--- config.mk ---
export PLATFORM = sky130hd
export DESIGN_NAME = output_buffer
export DESIGN_NICKNAME = d
export VERILOG_FILES = /design/src/rtl/output_buffer.sv
export SDC_FILE = /design/constraint.sdc
export NUM_CORES = 1
export LEC_CHECK = 0
export BUFFER_PORTS_ARGS = -buffer_cell sky130_fd_sc_hd__buf_2
export CORE_UTILIZATION = 30
export CTS_CLUSTER_DIAMETER = 100
export CTS_CLUSTER_SIZE = 20
export DETAILED_ROUTE_END_ITERATION = 12
export PLACE_DENSITY = 0.57
export SYNTH_ARGS = -nofsm -noshare
export SYNTH_HDL_FRONTEND = slang
export SYNTH_SLANG_ARGS = --single-unit
--- constraint.sdc ---
create_clock -name CLKEXT -period 3 [get_ports CLKEXT]
set_input_delay 0.3 -clock CLKEXT [delete_from_list [all_inputs] [get_ports CLKEXT]]
set_output_delay 0.3 -clock CLKEXT [all_outputs]
set_load 0.05 [all_outputs]
--- src/rtl/output_buffer.sv ---
// Transmit-side output buffer: a small FIFO of 32-bit result words feeding a
// byte serializer on an 8-bit valid/ready port, byte order QA, QB, QC, QD.
module output_buffer #(
    parameter int DEPTH  = 4,
    parameter int ADDR_W = $clog2(DEPTH)
) (
    input  logic              CLKEXT,
    input  logic              CLR_BUF_OUT,
    input  logic              EN_BUF_OUT,
    input  logic [7:0]        QA,
    input  logic [7:0]        QB,
    input  logic [7:0]        QC,
    input  logic [7:0]        QD,
    output logic              FULL_BUF_OUT,
    output logic              EMPTY_BUF_OUT,
    output logic              OVF_BUF_OUT,
    output logic [ADDR_W:0]   COUNT_BUF_OUT,
    output logic [7:0]        DOUT,
    output logic              DOUT_VALID,
    input  logic              DOUT_READY,
    output logic              BUSY_BUF_OUT
);

    localparam logic [0:0]      ST_IDLE   = 1'b0;
    localparam logic [0:0]      ST_SEND   = 1'b1;
    localparam logic [ADDR_W:0] DEPTH_CNT = (ADDR_W + 1)'(DEPTH);
    localparam logic [ADDR_W:0] CNT_ONE   = (ADDR_W + 1)'(1);
    localparam logic [ADDR_W-1:0] PTR_ONE = ADDR_W'(1);

    logic [0:0]        state_q, state_d;
    logic [1:0]        idx_q, idx_d;
    logic [31:0]       shift_q, shift_d;
    logic [ADDR_W-1:0] wr_ptr_q, wr_ptr_d;
    logic [ADDR_W-1:0] rd_ptr_q, rd_ptr_d;
    logic [ADDR_W:0]   count_q, count_d;
    logic              full_q, full_d;
    logic              empty_q, empty_d;
    logic              ovf_q, ovf_d;
    logic [31:0]       mem_q [DEPTH];
    logic              pop;
    logic              push;

    // A pop on the same edge frees a slot, so a full FIFO may still accept a write.
    always_comb begin
        state_d  = state_q;
        idx_d    = idx_q;
        shift_d  = shift_q;
        wr_ptr_d = wr_ptr_q;
        rd_ptr_d = rd_ptr_q;
        count_d  = count_q;
        pop      = 1'b0;

        case (state_q)
            ST_IDLE: begin
                if (!empty_q) begin
                    pop     = 1'b1;
                    shift_d = mem_q[rd_ptr_q];
                    idx_d   = 2'd0;
                    state_d = ST_SEND;
                end
            end
            ST_SEND: begin
                if (DOUT_READY) begin
                    if (idx_q != 2'd3) begin
                        idx_d   = idx_q + 2'd1;
                        shift_d = {shift_q[23:0], 8'h00};
                    end else if (!empty_q) begin
                        pop     = 1'b1;
                        shift_d = mem_q[rd_ptr_q];
                        idx_d   = 2'd0;
                    end else begin
                        state_d = ST_IDLE;
                    end
                end
            end
            default: state_d = ST_IDLE;
        endcase

        push  = EN_BUF_OUT && (!full_q || pop);
        ovf_d = ovf_q || (EN_BUF_OUT && !push);

        if (push) begin
            wr_ptr_d = wr_ptr_q + PTR_ONE;
        end
        if (pop) begin
            rd_ptr_d = rd_ptr_q + PTR_ONE;
        end

        case ({push, pop})
            2'b10:   count_d = count_q + CNT_ONE;
            2'b01:   count_d = count_q - CNT_ONE;
            default: count_d = count_q;
        endcase

        full_d  = (count_d == DEPTH_CNT);
        empty_d = (count_d == '0);
    end

    always_ff @(posedge CLKEXT) begin
        if (CLR_BUF_OUT) begin
            state_q  <= ST_IDLE;
            idx_q    <= 2'd0;
            shift_q  <= 32'h0;
            wr_ptr_q <= '0;
            rd_ptr_q <= '0;
            count_q  <= '0;
            full_q   <= 1'b0;
            empty_q  <= 1'b1;
            ovf_q    <= 1'b0;
        end else begin
            state_q  <= state_d;
            idx_q    <= idx_d;
            shift_q  <= shift_d;
            wr_ptr_q <= wr_ptr_d;
            rd_ptr_q <= rd_ptr_d;
            count_q  <= count_d;
            full_q   <= full_d;
            empty_q  <= empty_d;
            ovf_q    <= ovf_d;
        end
    end

    // Storage needs no reset: stale words are unreachable once the pointers clear.
    always_ff @(posedge CLKEXT) begin
        if (!CLR_BUF_OUT && push) begin
            mem_q[wr_ptr_q] <= {QA, QB, QC, QD};
        end
    end

    assign DOUT          = shift_q[31:24];
    assign DOUT_VALID    = (state_q == ST_SEND);
    assign BUSY_BUF_OUT  = (state_q == ST_SEND);
    assign FULL_BUF_OUT  = full_q;
    assign EMPTY_BUF_OUT = empty_q;
    assign OVF_BUF_OUT   = ovf_q;
    assign COUNT_BUF_OUT = count_q;

endmodule
**Yosys cells after proc, flatten, opt, wreduce, memory -nomap -nowiden**

Memory sizes are Yosys's and may differ from the RTL's. A register that Yosys moved wholly into a read port is not among the register bits.
Index checks and enable logic that the tools add are counted.

- Output and inout bits: 16
- Memories kept: 1
- Logic and storage cells: 50
- Bits of input ports: 36
- RAM bits: 128
- Register bits: 45

Memory list:

| memory | depth | bits a word | read ports | clocked after Yosys merged registers in | write ports | RTL line | text |
|---|---|---|---|---|---|---|---|
| mem_q | 4 | 32 | 1 | 1 | 1 | 39 | `logic [31:0] mem_q [DEPTH];` |

- $add $sub $neg: 5
- Bitwise gates (word level): 1
- Equal/unequal tests: 5
- Muxes and demuxes: 20
- Reductions and logical operators: 9

Operators by type and width:

| cell | number |
|---|---|
| 2-to-1 mux 32 bit | 3 |
| one-hot mux 32 bit (2 select lines) | 1 |
| 2-to-1 mux 2 bit | 5 |
| 2-to-1 mux 1 bit | 7 |
| adder 2 x 1 -> 2 bit (second input constant) | 3 |
| one-hot mux 3 bit (2 select lines) | 1 |
| inequality test 2 bit (second input constant) | 2 |
| one-hot mux 1 bit (2 select lines) | 2 |
| one-hot mux 2 bit (2 select lines) | 1 |
| adder 3 x 1 -> 3 bit (second input constant) | 1 |
| == test 3 bit (second input constant) | 1 |
| logical AND 1 bit | 3 |
| zero test 1 bit | 3 |
| zero test 3 bit | 1 |
| subtractor 3 x 1 -> 3 bit (second input constant) | 1 |
| == test 2 x 1 -> 1 bit (second input constant) | 1 |
| == test 2 bit (second input constant) | 1 |
| logical OR 1 bit | 2 |
| inverter 1 bit | 1 |

**Longest topological paths before layout**

Gate-level depths: netlist of the first run.

- Word-level depth: 9
- Gate-level depth with buffers: 9
- Gate-level depth less buffers: 9

**Least setup slack after synthesis of the first run**

Ideal clock, no wire load.

- Path kind: register to register
- Start point: reg empty_q (netlist: EMPTY_BUF_OUT)
- End point: mem mem_q[0][0], enable pin
- Data required time: 2.608 ns
- Arrival: 2.102 ns
- Clock period less this slack: 2.494 ns
- Library setup time: 0.392 ns
- Buffers on the path: 1
- Path slack: 0.506 ns
- Stages on the path, launching flop included: 6
- Cell sequence: dfxtp_1 > buf_2 > a21bo_2 > a31o_2 > nor2_1 > and2_1

- Word-level cells in the longest chain between the ends: 9

RTL lines:

| what | RTL line | text |
|---|---|---|
| from (decl) | 37 | `logic empty_q, empty_d;` |
| from (signal assigned) | 118 | `empty_q <= empty_d;` |
| 2-to-1 mux 1 bit (*) | 55, 67 |  |
| 2-to-1 mux 1 bit | 64 | `if (idx_q != 2'd3) begin` |
| 2-to-1 mux 1 bit | 63 | `if (DOUT_READY) begin` |
| one-hot mux 1 bit (2 select lines) (*) | 53 | `case (state_q)` |
| logical OR 1 bit (*) | 79 | `push = EN_BUF_OUT && (!full_q \|\| pop);` |
| logical AND 1 bit (*) | 79 |  |
| logical AND 1 bit (*) | 125 | `if (!CLR_BUF_OUT && push) begin` |
| 2-to-1 mux 1 bit (*) | 125 |  |
| 2-to-1 mux 1 bit (implied by the code) (*) | 126 | `mem_q[wr_ptr_q] <= {QA, QB, QC, QD};` |
| to (decl) | 39 |  |

Mark *: on every way between the ends. The rest lies on a longest branch, timed or not.

**Final worst setup path of the first run**

- Start point: reg idx_q[0]
- End point: reg full_q (netlist: FULL_BUF_OUT)

- Word-level cells in the longest chain between the ends: 9
- Elaborated cells on any way between the ends: 10
- Those cells by class: eq/ne: 4; mux: 4; reduce/logical: 2

RTL lines:

| what | RTL line | text |
|---|---|---|
| from (decl) | 31 | `logic [1:0] idx_q, idx_d;` |
| from (signal assigned) | 112 | `idx_q <= idx_d;` |
| inequality test 2 bit (*) | 64 |  |
| 2-to-1 mux 1 bit (*) | 64 |  |
| 2-to-1 mux 1 bit (*) | 63 |  |
| one-hot mux 1 bit (2 select lines) (*) | 53 |  |
| logical OR 1 bit | 79 |  |
| logical AND 1 bit | 79 |  |
| == test 2 x 1 -> 1 bit or == test 2 bit (tied branches) | 89 | `case ({push, pop})` |
| one-hot mux 3 bit (2 select lines) (*) | 89 |  |
| == test 3 bit (*) | 95 | `full_d = (count_d == DEPTH_CNT);` |
| to (signal assigned) | 117 | `full_q <= full_d;` |
| to (decl) | 36 | `logic full_q, full_d;` |

Marked as above.
A chain may end at the register's enable or synchronous reset.

==> results of run 1 <==
Yosys cell counts, drive strengths merged:
master,number
o22ai,25
nand2b,4
ha,6
o21ba,1
fa,1
mux2i,3
nor2,64
mux2,48
a21o,1
a31o,1
a2111oi,24
a21bo,2
mux4,8
nand2,7
buf,28
a21oi,3
and2,4
a21boi,1
dfxtp,47
o2bb2ai,8
nand3b,3
edfxtp,128
nor3b,1
xor2,1
inv,12
a32oi,2
xnor2,4
clkbuf,5
area by class of cell:
cell class | count | share of cell area, %
inverter | 12 | 0.5582
multi-input combinational | 222 | 23.76
antenna | 2 | 0.06203
timing repair buffer | 65 | 4.621
sequential | 175 | 59.31
clock buffer | 17 | 5.272
tap | 285 | 4.419
clock inverter | 15 | 2.000
worst min path at each step:
| stage | start | endpoint | slack (ps) | cells past startpoint |
|---|---|---|---|---|
| after global routing | QA[7] | mem_q[3][31] | 60 | 1 |
| after global placement | shift_q[6] | shift_q[6] | 460 | 1 |
| after floorplan | QD[0] | mem_q[0][0] | 400 | 0 |
| after CTS | QA[7] | mem_q[0][31] | 70 | 1 |
| final | QA[7] | mem_q[3][31] | 80 | 1 |
| after detailed placement | shift_q[1] | shift_q[1] | 460 | 1 |
cell families after synthesis:
kind of cell,count (synthesis),synth area share (%)
flops,175,68.74
simple gates,83,5.213
compound gates,68,9.546
mux,59,10.79
buf+inv,45,3.721
fa+ha+maj,7,1.366
xor+xnor,5,0.6291
report_power, final:
group	internal [mW]	switching (mW)
clock network	1.24	0.944
registers	2.92	0.218
logic	0.678	1.10
total	4.84	2.26
sequential cells by signal, summed over array words and instances, names as in the netlist, named ones only:
signal,count
mem_q,128
BUSY_BUF_OUT,1
rd_ptr_q,2
OVF_BUF_OUT,1
shift_q,32
COUNT_BUF_OUT,3
FULL_BUF_OUT,1
idx_q,2
wr_ptr_q,2
EMPTY_BUF_OUT,1
routing by layer:
| layer | vias to the layer above | GRT usage, % | share of wire (%) |
|---|---|---|---|
| li1 | 1783 | - | - |
| met3 | 14 | 3.194 | 4.1 |
| met4 | 0 | 4.573 | 1.0 |
| met1 | 1914 | 14.83 | 43 |
| met5 | - | 0 | 0 |
| met2 | 61 | 22.36 | 52 |
worst max-delay path: stages, from the launching register on:
cell and delay [ps]:
dfxtp_1 370, ha_1 230, nand2_1 130, a31o_2 310
ha_1 240, fa_1 390, xnor2_1 170, nor2_1 70
xnor2_1 240, nor3b_1 90
per-stage QoR:
step,utilization [%],area (um2)
after global placement,32.93,7477
after CTS,35.51,8064
after floorplan,-,6960
after global routing,35.51,8064
after detailed placement,32.93,7477
final,35.53,8069
==> impl_metrics.tcl, run 1 <==
set metrics [dict create \
    status "completed" \
    viasPerCell 4.757 \
    start_util_pct 30.65 \
    maxSlewHeadroom_pct 45.93 \
    wl_per_cell_um 17.82 \
    dr.pass1.iters 5 \
    dp_hpwl_mm 8.655 \
    final_nets 536 \
    portBuffers 51 \
    postCtsHoldBufs 0 \
    htreeDepth 4 \
    grt_pass1_wl_mm 22.34 \
    grt-ovfl-total 0 \
    cts.sinks 175 \
    drt_iter0_markers 197 \
    stdcell_count 793 \
    max_freq_ghz 0.4215 \
    p_leak_nw 2.799 \
    maxCapViolCount 0 \
    pin_count 52 \
    worstSetupPathType "register to register" \
    grt_max_degree 43 \
    final_common_cell "edfxtp_1" \
    fin_worst_skew_ps 6.414 \
    finalHoldViolations 0 \
    yosysTopAreaCellShare_pct 55.22 \
    cp-endpoint "FULL_BUF_OUT" \
    power.total_mw 7.099 \
    cts_buffers 17 \
    n_fill_cell 2164 \
    yosys_warnings 0 \
    seqCellArea_um2 4786 \
    rrSetupSlack_ps 630 \
    cts_tree "yes" \
    die_area_um2 23810 \
    clockRootBuffer "clkbuf_16" \
    core_um2 22710 \
    vdd.ir_drop.worst_mv 0.3401 \
    rsz0062_at_grt "false" \
    synthCells 442 \
    grt_use_total_pct 12.65 \
    ys_seq_elements 175 \
    setup-violations-final 0 \
    setup.worst_path.start_class "register" \
    post_synth_num_cell_types 38 \
    crit_path_end_kind "register" \
    reg2reg_depth 9 \
    syn_nets 485 \
    die_x_um 154.3 \
    r2r_start "idx_q[0]" \
    max_slew.worst_pin.slew_ps 809.0 \
    ant_nets 0 \
    grt_pass1_vias 4000 \
    clkTransAtPathRegs_ps 70 \
    min_path_type "input pin to register" \
    cts_setup_buffers 0 \
    multiInputGateArea_um2 1917 \
    power_density_nw_per_um2 879.8 \
    setup_slack_ps 627.6 \
    clockBufferDepth 2 \
    placed_cells 759 \
    vias 3772 \
    synth.avg_cell_area_um2 15.75 \
    arrival_ps 2660 \
    synth_area_leaders "edfxtp_1 55%, dfxtp_1 14%, mux2_2 7.8%, a2111oi_2 4.3%, nor2_1 3.4%" \
    syn_to_final_growth_pct 15.93 \
    pre_cts_slack_ps 653.0 \
    final_max_slew_viol_count 0 \
    die_y_um 154.3 \
    rows 55 \
    crit_start "idx_q[0]" \
    place_congestion 0.7176 \
    finalCriticalPeriod_ps 2372 \
    drive_above_1_share_pct 36.36 \
    antenna_found_initial 1 \
    reg2reg_to "FULL_BUF_OUT" \
    drc 0 \
    yosys.area.top_type "edfxtp_1" \
    clk_latency_ps 430 \
    wl_mm 14.13 \
    seq_area_frac_synth_pct 68.74 \
    setup_tns_ps 0 \
    netlist_area_um2 6960 \
    cp_max_fo 4 \
    ctsResizeCount 0 \
    mostFrequentLayoutCells "128 x edfxtp_1, 63 x nor2_1, 51 x buf_2" \
    cp.required_ps 3290 \
    whs_ps 82.81 \
    min_period_over_period_pct 79.08 \
]
(Power assumes the default switching activity.)
==> run 2, diff against run 1 <==
- clock period: 3 -> 2.2 ns (I/O delays scaled with it)
==> run 2 against run 1 <==
Design area grew 4.2%. Register-to-register slack lost 500 ps. Clock skew grew 4.6 ps. Routed wire length shrank 1.8%. Critical endpoint unchanged. Total power grew 39%. Sequential share of layout area shrank 2.3 points. Clock-buffer cell count is the same. Maximum frequency grew 15%.
==> impl_metrics.tcl, run 2 (synthesis gave the netlist of run 1 again) <==
set metrics [dict create \
    crit_cells 9 \
    grt_pass1_vias 4097 \
    switching_power_mw 3.186 \
    final_max_slew_viol_count 0 \
    grt_use_total_pct 12.50 \
    pre_cts_slack_ps -68.63 \
    wl_per_cell_um 17.14 \
    mostFrequentLayoutCells "128 x edfxtp_1, 62 x nor2_1, 51 x buf_2" \
    finalCriticalPeriod_ps 2071 \
    portBuffers 51 \
    reg2reg_depth 9 \
    grt_max_degree 41 \
    cts.sinks 175 \
    cp_top_family "adder cells" \
    place_congestion 0.6679 \
    core_um2 22710 \
    antenna_cells 0 \
    crit_path_cell_trace "ha_4 > nand2_2 > a31o_2 > ha_2 > fa_2 > xnor2_2 > nor2_2 > xnor2_2 > nor3b_1" \
    holdPathStages 1 \
    clkPwrFrac_pct 30.2 \
    clk_latency_ps 430 \
    dp_hpwl_mm 8.861 \
    maxCapViolCount 0 \
    power_density_nw_per_um2 1176 \
    max_freq_ghz 0.4828 \
    final_common_cell "edfxtp_1" \
    crit_path_end_kind "register" \
    placed_cell_area_um2 7649 \
    antenna_found_initial 0 \
    stdcell_count 809 \
    final_nets 554 \
    dr.pass1.iters 4 \
    cp.required_ps 2480 \
    ant_nets 0 \
    clockRootBuffer "clkbuf_16" \
    drive_above_1_share_pct 39.31 \
    p_leak_nw 2.924 \
    setup.worst_path.start_class "register" \
    critPathMostFrequentCell "xnor2_2" \
    rows 55 \
    die_area_um2 23810 \
    fin_worst_skew_ps 10.99 \
    clkTransAtPathRegs_ps 70 \
    pin_count 52 \
    viasPerCell 4.654 \
    critPathSlowestCell "dfxtp_2" \
    maxSlewHeadroom_pct 58.83 \
    setup_slack_ps 128.8 \
    clockBufferDepth 2 \
    finalHoldViolations 0 \
    seqPwrFrac_pct 42.9 \
    drt_iter0_markers 157 \
    largest-register "mem_q" \
    utilization_pct 37.02 \
    cts_tree "yes" \
    start_util_pct 30.65 \
    rsz0062_at_grt "false" \
    vdd.ir_drop.worst_mv 0.4681 \
    syn_to_final_growth_pct 20.80 \
    worstSetupPathType "register to register" \
    fin_area_um2 8408 \
    htreeDepth 4 \
    whs_ps 19.07 \
    die_y_um 154.3 \
    critPathBufInv 0 \
    max_slew.worst_pin.slew_ps 617.6 \
    largest_reg_flops 128 \
    cp_max_fo 4 \
    comb_power_share_pct 26.9 \
    setup-violations-final 0 \
    wl_mm 13.87 \
    min_path_type "input pin to register" \
    grt_pass1_wl_mm 22.37 \
    switching_share_pct 32.22 \
    placed_cells 765 \
    p_int_mw 6.703 \
    min_period_over_period_pct 94.14 \
    arrival_ps 2350 \
    grt-ovfl-total 0 \
    slowest_delay_ps 370 \
    drc 0 \
    vias 3765 \
    die_x_um 154.3 \
    cts_buffers 17 \
    status "completed" \
    cts_setup_buffers 0 \
]
## run 2: cell count changes in the layout (fill, tap and decap cells not counted), sizes merged
cell,delta
dlygate4sd3,+12
buf,+6
inv,+4
clkinvlp,-2
diode,-2
bufinv,-1
clkinv,-1
## run 2: through the flow
step / total power, mW / TNS [ps]
after floorplan: 6.341 / 0
after global placement: 6.921 / 0
after detailed placement: 6.967 / -155.6
after CTS: 9.980 / 0
after global routing: 10.41 / 0
final: 9.889 / 0
## run 2: worst paths after layout
path	to	from	slack, ps
worst max-delay path	FULL_BUF_OUT	idx_q[1]	130
worst min register to register	shift_q[0]	shift_q[0]	470
worst min-delay path	mem_q[1][4]	QD[4]	20
worst max register to register	FULL_BUF_OUT	idx_q[1]	130
## run 2: repair_timing
| item | 4_1_cts | 5_1_grt |
|---|---|---|
| endpoints found under the hold margin | 29 | 16 |
| pin swaps | 1 | 3 |
| gates resized for setup | 4 | 6 |
| setup endpoints to repair | 3 | 3 |
| hold buffers | 8 | 4 |
## run 2: cell type report
| cell class | instances | area (um2) |
|---|---|---|
| tap | 285 | 356.6 |
| clock buffer | 17 | 425.4 |
| clock inverter | 15 | 173.9 |
| timing repair buffer | 83 | 650.6 |
| sequential | 175 | 4797 |
| fill | 2152 | 14300 |
| multi-input combinational | 222 | 1959 |
| inverter | 12 | 45.04 |
## run 2: power groups by stage
stage               clock (mW)  sequential [mW]  combinational [mW]
finish                    2.98             4.25                2.66
global route              3.21             4.30                2.90
CTS                       3.06             4.25                2.67
detailed placement           0             4.32                2.65
global placement             0             4.29                2.63
floorplan                    0             4.37                1.97
## run 2: metal layers
metal	vias up	routed length [um]	global-route usage, %
li1	1808	-	-
met1	1888	6137	15.10
met2	61	7093	21.84
met3	8	539	3.558
met4	0	97	3.253
met5	-	0	0
==> run 3, diff against run 2 <==
- PLACE_DENSITY: 0.57 -> 0.48
- SLEW_MARGIN: default -> 20
==> run 3 against run 2 <==
Combinational power hardly changed. Non-clock buffer count fell by 6. Setup slack better by 17 ps. Maximum frequency is 0.85% higher. Design area is 0.91% lower. First-iteration DRC count up 7.6%. Via count grew 1.2%. Register-to-register slack gained 20 ps.
==> impl_metrics.tcl, run 3 (synthesis gave the netlist of run 1 again) <==
set metrics [dict create \
    pin_count 52 \
    grt_max_degree 57 \
    setup-violations-final 0 \
    crit_path_cell_trace "ha_4 > nand2_1 > buf_4 > a21oi_2 > ha_2 > fa_2 > nor2_1 > nand2_1 > nand2_1 > nor3b_2" \
    grt_use_total_pct 12.84 \
    wl_per_cell_um 18.00 \
    crit_cells 10 \
    min_path_type "input pin to register" \
    status "completed" \
    final_max_slew_viol_count 0 \
    setup.worst_path.start_class "register" \
    largest-register "mem_q" \
    min_period_over_period_pct 93.35 \
    final_common_cell "edfxtp_1" \
    die_y_um 154.3 \
    cp_top_family "adder cells" \
    final_nets 548 \
    antenna_found_initial 0 \
    portBuffers 51 \
    worstSetupPathType "register to register" \
    rows 55 \
    clockRootBuffer "clkbuf_16" \
    critPathSlowestCell "fa_2" \
    placed_cells 765 \
    drc 0 \
    place_congestion 0.7226 \
    stdcell_count 801 \
    cts_tree "yes" \
    grt_pass1_wl_mm 22.83 \
    drive_above_1_share_pct 38.37 \
    fin_area_um2 8332 \
    core_um2 22710 \
    rsz0062_at_grt "false" \
    cp.required_ps 2540 \
    wl_mm 14.42 \
    syn_to_final_growth_pct 19.70 \
    power_density_nw_per_um2 1198 \
    setup_tns_ps 0 \
    die_area_um2 23810 \
    grt-ovfl-total 0 \
    holdPathStages 1 \
    drt_iter0_markers 169 \
    cts_buffers 17 \
    cts.sinks 175 \
    p_leak_nw 2.896 \
    mostFrequentLayoutCells "128 x edfxtp_1, 63 x nor2_1, 51 x buf_2" \
    power.total_mw 9.982 \
    grt_pass1_vias 4113 \
    slowest_delay_ps 440 \
    crit_path_end_kind "register" \
    critPathMostFrequentCell "nand2_1" \
    vias 3809 \
    placed_cell_area_um2 7636 \
    max_slew.worst_pin.slew_ps 444.3 \
    dr.pass1.iters 4 \
    finalHoldViolations 0 \
    cp_max_fo 4 \
    finalCriticalPeriod_ps 2054 \
    maxSlewHeadroom_pct 70.38 \
    max_freq_ghz 0.4869 \
    clkTransAtPathRegs_ps 60 \
    reg2reg_depth 10 \
    start_util_pct 30.65 \
    htreeDepth 4 \
    largest_reg_flops 128 \
    ant_nets 0 \
    antenna_cells 0 \
    clockBufferDepth 2 \
    maxCapViolCount 0 \
    critPathBufInv 1 \
    cts_setup_buffers 0 \
    vdd.ir_drop.worst_mv 0.6292 \
    fin_worst_skew_ps 7.152 \
    viasPerCell 4.755 \
    die_x_um 154.3 \
    arrival_ps 2400 \
    dp_hpwl_mm 8.868 \
    clk_latency_ps 420 \
]
[run 3: cell types whose count changed in the layout (fill, tap and decap cells not counted), sizes merged]
| cell | before | now |
|---|---|---|
| clkinvlp | 1 | 0 |
| clkbuf | 17 | 20 |
| dlygate4sd3 | 12 | 6 |
| inv | 21 | 13 |
| clkinv | 4 | 5 |
| bufinv | 1 | 4 |
[run 3: metal layers]
layer	GRT usage, %	wire, um	vias to the layer above	share of wire (%)
met5	0	0	-	0
met4	4.762	210	0	1.5
li1	-	-	1800	-
met1	15.62	6457	1942	45
met2	22.49	7398	50	51
met3	2.606	351	17	2.4
[run 3: timing repair]
item / CTS / global route
gates resized for setup: 1 / 8
hold endpoints to repair: 22 / 0
hold buffers: 6 / 0
pin swaps: 1 / 4
setup endpoints to repair: 1 / 3
[run 3: cell type report]
cell class,instances,area (um2)
clock buffer,20,436.7
clock inverter,10,163.9
fill,2208,14380
inverter,12,45.04
multi-input combinational,222,1952
sequential,175,4800
tap,285,356.6
timing repair buffer,77,578.1
[run 3: final timing paths]
| kind | from | end | slack [ps] |
|---|---|---|---|
| worst max-delay path | idx_q[1] | FULL_BUF_OUT | 150 |
| worst min-delay path | QD[3] | mem_q[2][3] | 20 |
| worst max register to register | idx_q[1] | FULL_BUF_OUT | 150 |
| worst min register to register | shift_q[2] | shift_q[2] | 470 |
[run 3: power by group]
part | total (mW) | switching, mW | internal [mW]
registers | 4.24 | 0.244 | 3.99
logic | 2.68 | 1.61 | 1.07
clock network | 3.07 | 1.18 | 1.89
total | 9.98 | 3.03 | 6.95
[run 3: stage by stage]
step	hold slack [ps]	worst slack, ps	utilization (%)
6_report	20.05	146.2	36.69
3_5_place_dp	443.3	24.40	33.63
3_3_place_gp	433.3	89.00	33.63
2_1_floorplan	318.9	19.66	-
5_1_grt	0.8133	18.53	36.69
4_1_cts	0.3488	0.3979	36.55
